===== config.mk =====
export PLATFORM = sky130hd
export DESIGN_NAME = dc_huff_encoder
export DESIGN_NICKNAME = d
export VERILOG_FILES = /design/src/rtl/jpeg_entropy_pkg.sv /design/src/rtl/dc_huff_lut.sv /design/src/rtl/dc_huff_encoder.sv
export SDC_FILE = /design/constraint.sdc
export NUM_CORES = 1
export LEC_CHECK = 0
export BUFFER_PORTS_ARGS = -buffer_cell sky130_fd_sc_hd__buf_2
export CAP_MARGIN = 20
export CORE_ASPECT_RATIO = 1.4
export CORE_UTILIZATION = 54
export CTS_BUF_LIST = sky130_fd_sc_hd__clkbuf_8
export CTS_CLUSTER_SIZE = 12
export DETAILED_ROUTE_END_ITERATION = 6
export PLACE_DENSITY_LB_ADDON = 0.05
export SLEW_MARGIN = 20
export SYNTH_ARGS = -nofsm -noshare
export SYNTH_HDL_FRONTEND = slang
export SYNTH_SLANG_ARGS = --single-unit

===== constraint.sdc =====
create_clock -name clk -period 17.68 [get_ports clk]
set_clock_uncertainty 0.15 [all_clocks]
set_input_delay 1.768 -clock clk [delete_from_list [all_inputs] [get_ports clk]]
set_output_delay 1.768 -clock clk [all_outputs]
set_load 0.05 [all_outputs]

===== src/rtl/jpeg_entropy_pkg.sv =====
// Shared JPEG entropy-coding constants: DC Huffman tables (JPEG Annex K.3),
// the size-category helper and the output length width, shared with the AC encoder.
package jpeg_entropy_pkg;

  localparam int unsigned LEN_W       = 5;
  localparam int unsigned DC_CODE_W   = 11;
  localparam int unsigned DC_MAX_SIZE = 11;

  typedef enum logic {
    TBL_LUMA   = 1'b0,
    TBL_CHROMA = 1'b1
  } dc_tbl_e;

  // Codes are right-aligned; the matching length gives the number of valid bits.
  localparam logic [DC_CODE_W-1:0] DC_LUMA_CODE [12] = '{
    11'h000, 11'h002, 11'h003, 11'h004, 11'h005, 11'h006,
    11'h00E, 11'h01E, 11'h03E, 11'h07E, 11'h0FE, 11'h1FE
  };
  localparam logic [3:0] DC_LUMA_LEN [12] = '{
    4'd2, 4'd3, 4'd3, 4'd3, 4'd3, 4'd3, 4'd4, 4'd5, 4'd6, 4'd7, 4'd8, 4'd9
  };
  localparam logic [DC_CODE_W-1:0] DC_CHROMA_CODE [12] = '{
    11'h000, 11'h001, 11'h002, 11'h006, 11'h00E, 11'h01E,
    11'h03E, 11'h07E, 11'h0FE, 11'h1FE, 11'h3FE, 11'h7FE
  };
  localparam logic [3:0] DC_CHROMA_LEN [12] = '{
    4'd2, 4'd2, 4'd2, 4'd3, 4'd4, 4'd5, 4'd6, 4'd7, 4'd8, 4'd9, 4'd10, 4'd11
  };

  // Size category: bit length of an unsigned magnitude (0 for 0).
  function automatic logic [3:0] size_cat(input logic [11:0] mag);
    logic [3:0] s;
    s = '0;
    for (int unsigned i = 0; i < 12; i++) begin
      if (mag[i]) s = 4'(i + 1);
    end
    return s;
  endfunction

endpackage


===== src/rtl/dc_huff_lut.sv =====
// Combinational DC Huffman lookup: size category and table select -> code and length.
module dc_huff_lut
  import jpeg_entropy_pkg::*;
(
  input  logic [3:0]           size,
  input  dc_tbl_e              tbl,
  output logic [DC_CODE_W-1:0] code,
  output logic [3:0]           len
);

  always_comb begin
    code = '0;
    len  = '0;
    if (size <= 4'(DC_MAX_SIZE)) begin
      if (tbl == TBL_LUMA) begin
        code = DC_LUMA_CODE[size];
        len  = DC_LUMA_LEN[size];
      end else begin
        code = DC_CHROMA_CODE[size];
        len  = DC_CHROMA_LEN[size];
      end
    end
  end

endmodule


===== src/rtl/dc_huff_encoder.sv =====
// JPEG baseline DC encoder: per-channel prediction, size category, Huffman code plus
// magnitude bits emitted MSB-aligned through a two-stage valid/ready pipeline.
module dc_huff_encoder
  import jpeg_entropy_pkg::*;
#(
  parameter int unsigned COEF_W = 11,
  parameter int unsigned NUM_CH = 3,
  parameter int unsigned CH_W   = 2,
  parameter int unsigned CODE_W = 2 * COEF_W
) (
  input  logic                     clk,
  input  logic                     rst,
  input  logic                     restart,
  input  logic                     in_valid,
  output logic                     in_ready,
  input  logic signed [COEF_W-1:0] in_dc,
  input  logic [CH_W-1:0]          in_ch,
  output logic                     out_valid,
  input  logic                     out_ready,
  output logic [CODE_W-1:0]        out_bits,
  output logic [LEN_W-1:0]         out_len,
  output logic [3:0]               out_size,
  output logic [CH_W-1:0]          out_ch,
  output logic                     err_ch
);

  localparam int unsigned DW = COEF_W + 1;

  logic                     adv, fire, ch_ok;
  logic signed [COEF_W-1:0] pred [NUM_CH];
  logic signed [COEF_W-1:0] pred_sel;
  logic signed [DW-1:0]     diff;

  logic                     s1_valid;
  logic signed [DW-1:0]     s1_diff;
  logic [CH_W-1:0]          s1_ch;

  logic [DW-1:0]            abs_diff, mag_src;
  logic [3:0]               size;
  dc_tbl_e                  tbl;
  logic [DC_CODE_W-1:0]     code;
  logic [3:0]               code_len;
  logic [CODE_W-1:0]        mag_mask, word, bits;
  logic [LEN_W-1:0]         len;

  assign adv      = !out_valid || out_ready;
  assign in_ready = adv;
  assign fire     = in_valid && adv;
  assign ch_ok    = 32'(in_ch) < NUM_CH;

  // A restart in the accept cycle takes effect before the difference is formed.
  always_comb begin
    pred_sel = '0;
    if (!restart) begin
      for (int unsigned i = 0; i < NUM_CH; i++) begin
        if (in_ch == CH_W'(i)) pred_sel = pred[i];
      end
    end
    diff = {in_dc[COEF_W-1], in_dc} - {pred_sel[COEF_W-1], pred_sel};
  end

  always_comb begin
    abs_diff = s1_diff[DW-1] ? DW'(-s1_diff) : s1_diff;
    mag_src  = s1_diff[DW-1] ? (s1_diff - DW'(1)) : s1_diff;
    size     = size_cat(12'(abs_diff));
    tbl      = (s1_ch == '0) ? TBL_LUMA : TBL_CHROMA;
  end

  dc_huff_lut u_lut (
    .size (size),
    .tbl  (tbl),
    .code (code),
    .len  (code_len)
  );

  // Build {code, magnitude} right-aligned, then shift it up to the MSB end.
  always_comb begin
    mag_mask = (CODE_W'(1) << size) - CODE_W'(1);
    word     = (CODE_W'(code) << size) | (CODE_W'(mag_src) & mag_mask);
    len      = LEN_W'(code_len) + LEN_W'(size);
    bits     = word << (LEN_W'(CODE_W) - len);
  end

  always_ff @(posedge clk) begin
    if (rst) begin
      s1_valid  <= 1'b0;
      s1_diff   <= '0;
      s1_ch     <= '0;
      out_valid <= 1'b0;
      out_bits  <= '0;
      out_len   <= '0;
      out_size  <= '0;
      out_ch    <= '0;
      err_ch    <= 1'b0;
      for (int unsigned i = 0; i < NUM_CH; i++) pred[i] <= '0;
    end else begin
      err_ch <= fire && !ch_ok;
      if (restart) begin
        for (int unsigned i = 0; i < NUM_CH; i++) pred[i] <= '0;
      end
      if (fire && ch_ok) begin
        for (int unsigned i = 0; i < NUM_CH; i++) begin
          if (in_ch == CH_W'(i)) pred[i] <= in_dc;
        end
      end
      if (adv) begin
        s1_valid  <= fire && ch_ok;
        s1_diff   <= diff;
        s1_ch     <= in_ch;
        out_valid <= s1_valid;
        if (s1_valid) begin
          out_bits <= bits;
          out_len  <= len;
          out_size <= size;
          out_ch   <= s1_ch;
        end
      end
    end
  end

endmodule

==> key figures <==
Worst setup path
  – Worst r2r src: s1_diff[11]
  – Endpoint class of the critical path: flop
  – Crit path required time: 17.83 ns
  – WP data arrival: 7.70 ns
  – Type of the worst setup path: flop to flop
  – CP Max Fanout: 33
  – Type of origin of the critical path: flop
  – CP startpoint: s1_diff[11]

Final layout
  – Nets: 979
  – Area Overhead vs Synth: 6.98%
  – # diodes: 0
  – Ratio of cells with drive above 1 in the final layout: 0.135

Timing
  – Max Clock Freq: 133 MHz
  – Slew Limit Fails: 0
  – Tmin final: 7.54 ns
  – Final hold violation count: 0
  – Sum of negative setup slack: 0 ns
  – Setup Viol. Count Final: 0
  – Least-Margin Pin Slew: 1.11 ns
  – Slew margin rel.: 0.260
  – Period Utilization, post-route: 0.427
  – RSZ-0062 raised after global routing: false

Power and ir drop
  – Int Power: 0.622 mW
  – Pwr dens: 180 nW/um2
  – Clk network pwr share: 0.112
  – Switch Pwr: 0.759 mW
  – Total power: 1.38 mW
  – Comb pwr share: 0.712
  – Leak: 3.05 nW
  – Flop pwr share: 0.176
  – Switching share of power: 0.550
  – Worst IR Drop VDD: 0.127 mV

Logic synthesis
  – Syn nets: 972
  – Top-count cell post-synth: nand2_1
  – Synthesized flop and latch total: 83
  – Synth unique cells: 95
  – Syn Inst Count: 929
  – Post-synth EDFFs: 33
  – Synth Area per Inst: 7.70 um2
  – Cell taking the most area after synthesis: dfxtp_1
  – Synth area leaders: dfxtp_1 (14%), edfxtp_1 (14%), nand2_1 (5.7%)
  – Ys flop type: dfxtp_1
  – Post-synthesis sequential area ratio: 0.279
  – Top cell type's share of synthesized area: 0.140
  – Post-synth top cells: nand2_1 (109), nor2_1 (85), a21oi_1 (58)
  – Mapped Area: 7150 um2
  – Ys async rst share: 0
  – Synth Warn #: 0

Clock tree
  – Cts repair resizes: 0
  – Clk slew on worst S/H paths: 0.09 ns
  – Post CTS Setup Buffer Count: 0
  – CTS root buf: clkbuf_8
  – CTS tree: done
  – Clk_lat worst skew: 0.36 ns
  – H-tree depth: 3
  – Clk sinks: 83
  – Hold-fix buffers at CTS: 0
  – Deepest clock path buffer count: 2
  – Total CTS buffers: 9

Floorplanning
  – Initial Utilization: 0.555
  – Core Footprint: 12,900 um2
  – Area of the die: 13,700 um2
  – Die Y: 138 um
  – Row count: 49
  – Die W: 99.3 um
  – I/O pins: 54

Global routing
  – Total gr overflow: 0
  – Grt met3 use: 0.0450
  – Pin count of the biggest net entering global routing: 53
  – Vias in the first global route: 6,821
  – GR peak layer: met2
  – GRT Overall Usage: 0.337
  – First-pass GRT wire length: 36,400 um
  – Grt met1 use: 0.430
  – Initial antenna violation count: 0
  – Met2 global-route usage: 0.563

Detailed routing
  – DR vias/cell: 6.73
  – Drt first pass iters: 6
  – # DRC: 0
  – Wirelength per Cell: 21.0 um
  – Iter 0 DRT Violations: 773
  – Final WL: 23,000 um
  – Post-route ant nets: 0
  – Routed via count: 7,359

Placement
  – RD Place Congestion: 1.04
  – I/O Buffers: 53
  – DP HPWL: 17,400 um

Flow run
  – Max-cap violations: 0

Status
  – Outcome: finished, final reports clean

Hold path
  – Hold Path Class: flop to flop
  – HP Start: out_size[1]
cell usage in the layout (no fill, tap or decap), types with 6 or more instances in the layout:
| cell type | netlist | layout |
|---|---|---|
| a211oi_1 | 16 | 16 |
| a21o_1 | 9 | 9 |
| a21oi_1 | 58 | 58 |
| a22oi_1 | 11 | 11 |
| a31oi_1 | 11 | 11 |
| and2_1 | 37 | 37 |
| and3_1 | 7 | 7 |
| buf_2 | 16 | 53 |
| buf_4 | 0 | 14 |
| clkbuf_8 | 0 | 9 |
| dfxtp_1 | 50 | 50 |
| edfxtp_1 | 33 | 33 |
| ha_1 | 23 | 23 |
| inv_1 | 27 | 28 |
| mux2i_1 | 22 | 22 |
| nand2_1 | 109 | 109 |
| nand2b_1 | 15 | 15 |
| nand3_1 | 36 | 36 |
| nand4_1 | 7 | 7 |
| nor2_1 | 85 | 85 |
| nor2b_1 | 9 | 9 |
| nor3_1 | 32 | 32 |
| nor4_1 | 14 | 14 |
| o2111ai_1 | 7 | 7 |
| o211ai_1 | 16 | 16 |
| o21ai_0 | 50 | 50 |
| o21ai_1 | 7 | 7 |
| o22ai_1 | 6 | 6 |
| or2_2 | 6 | 6 |
| or3_1 | 10 | 10 |
| xnor2_1 | 14 | 14 |
| xor2_1 | 8 | 7 |
state kept, by name, summed over array words and instances (netlist names):
name	flops
out_len	5
s1_valid	1
pred	33
s1_ch	2
out_bits	22
out_valid	1
out_ch	2
s1_diff	12
out_size	4
err_ch	1
per-layer routing:
metal	wire length [um]	part of all wire
met1	9070	0.39
met2	11400	0.49
met3	1600	0.070
met4	954	0.041
met5	0	0
layout make-up:
class	instances	area, um2
clock buffer	9	124
multi-input combinational	745	4760
inverter	30	113
timing repair buffer	67	370
clock inverter	7	100
fill	1203	5230
sequential	83	1990
tap	153	191
path summary, 6_finish.rpt:
kind / end / slack (ns) / depth (start not counted)
worst max register to register: out_bits[16] / 10.14 / 21
worst max-delay path: out_bits[16] / 10.14 / 21
worst min-delay path: out_size[1] / 0.31 / 2
worst min register to register: out_size[1] / 0.31 / 2
per-stage QoR:
stage | instances | hold slack (ns) | instance area [um2] | worst slack (ns) | utilization
global route | 1094 | 0.343 | 7650 | 9.69 | 0.594
detailed placement | 1078 | 0.298 | 7430 | 10.41 | 0.577
global placement | 1078 | 0.291 | 7430 | 10.68 | 0.577
finish | 1094 | 0.308 | 7650 | 10.14 | 0.594
CTS | 1094 | 0.314 | 7650 | 10.33 | 0.594
floorplan | 929 | 0.303 | 7150 | 11.35 | -
power groups by stage:
stage               Sequential (mW)  Clock [mW]  Combinational [mW]
finish                        0.242       0.155               0.983
floorplan                     0.283           0               0.674
global placement              0.244           0               0.958
CTS                           0.241       0.157               0.958
detailed placement            0.246           0               0.951
global route                  0.245       0.165                1.05
worst max-delay path: stages (launching register included):
cell and delay [ns]:
dfxtp_1 1.06, inv_1 0.48, a211oi_1 0.76, or2_1 0.32
o21ai_1 0.17, or2_2 0.43, ha_1 0.38, nand2_1 0.21
nand2_1 0.07, nor2_1 0.12, o21ai_0 0.09, a21oi_1 0.18
ha_1 0.23, fa_1 0.48, ha_1 0.28, a21o_1 0.22
xnor2_1 0.41, nand2_1 0.24, nor3_1 0.61, nand2_1 0.18
a211oi_1 0.28, a2111o_1 0.13
cells by family after synthesis:
group / Yosys count / share of synthesized area
AND/OR/NAND/NOR: 403 / 0.286
AO/OA/AOI/OAI: 267 / 0.261
buffers and inverters: 101 / 0.0569
flip-flops: 83 / 0.279
multiplexers: 28 / 0.0450
adder cells (fa/ha/maj): 25 / 0.0458
XOR/XNOR: 22 / 0.0269
(Power assumes the default switching activity.)
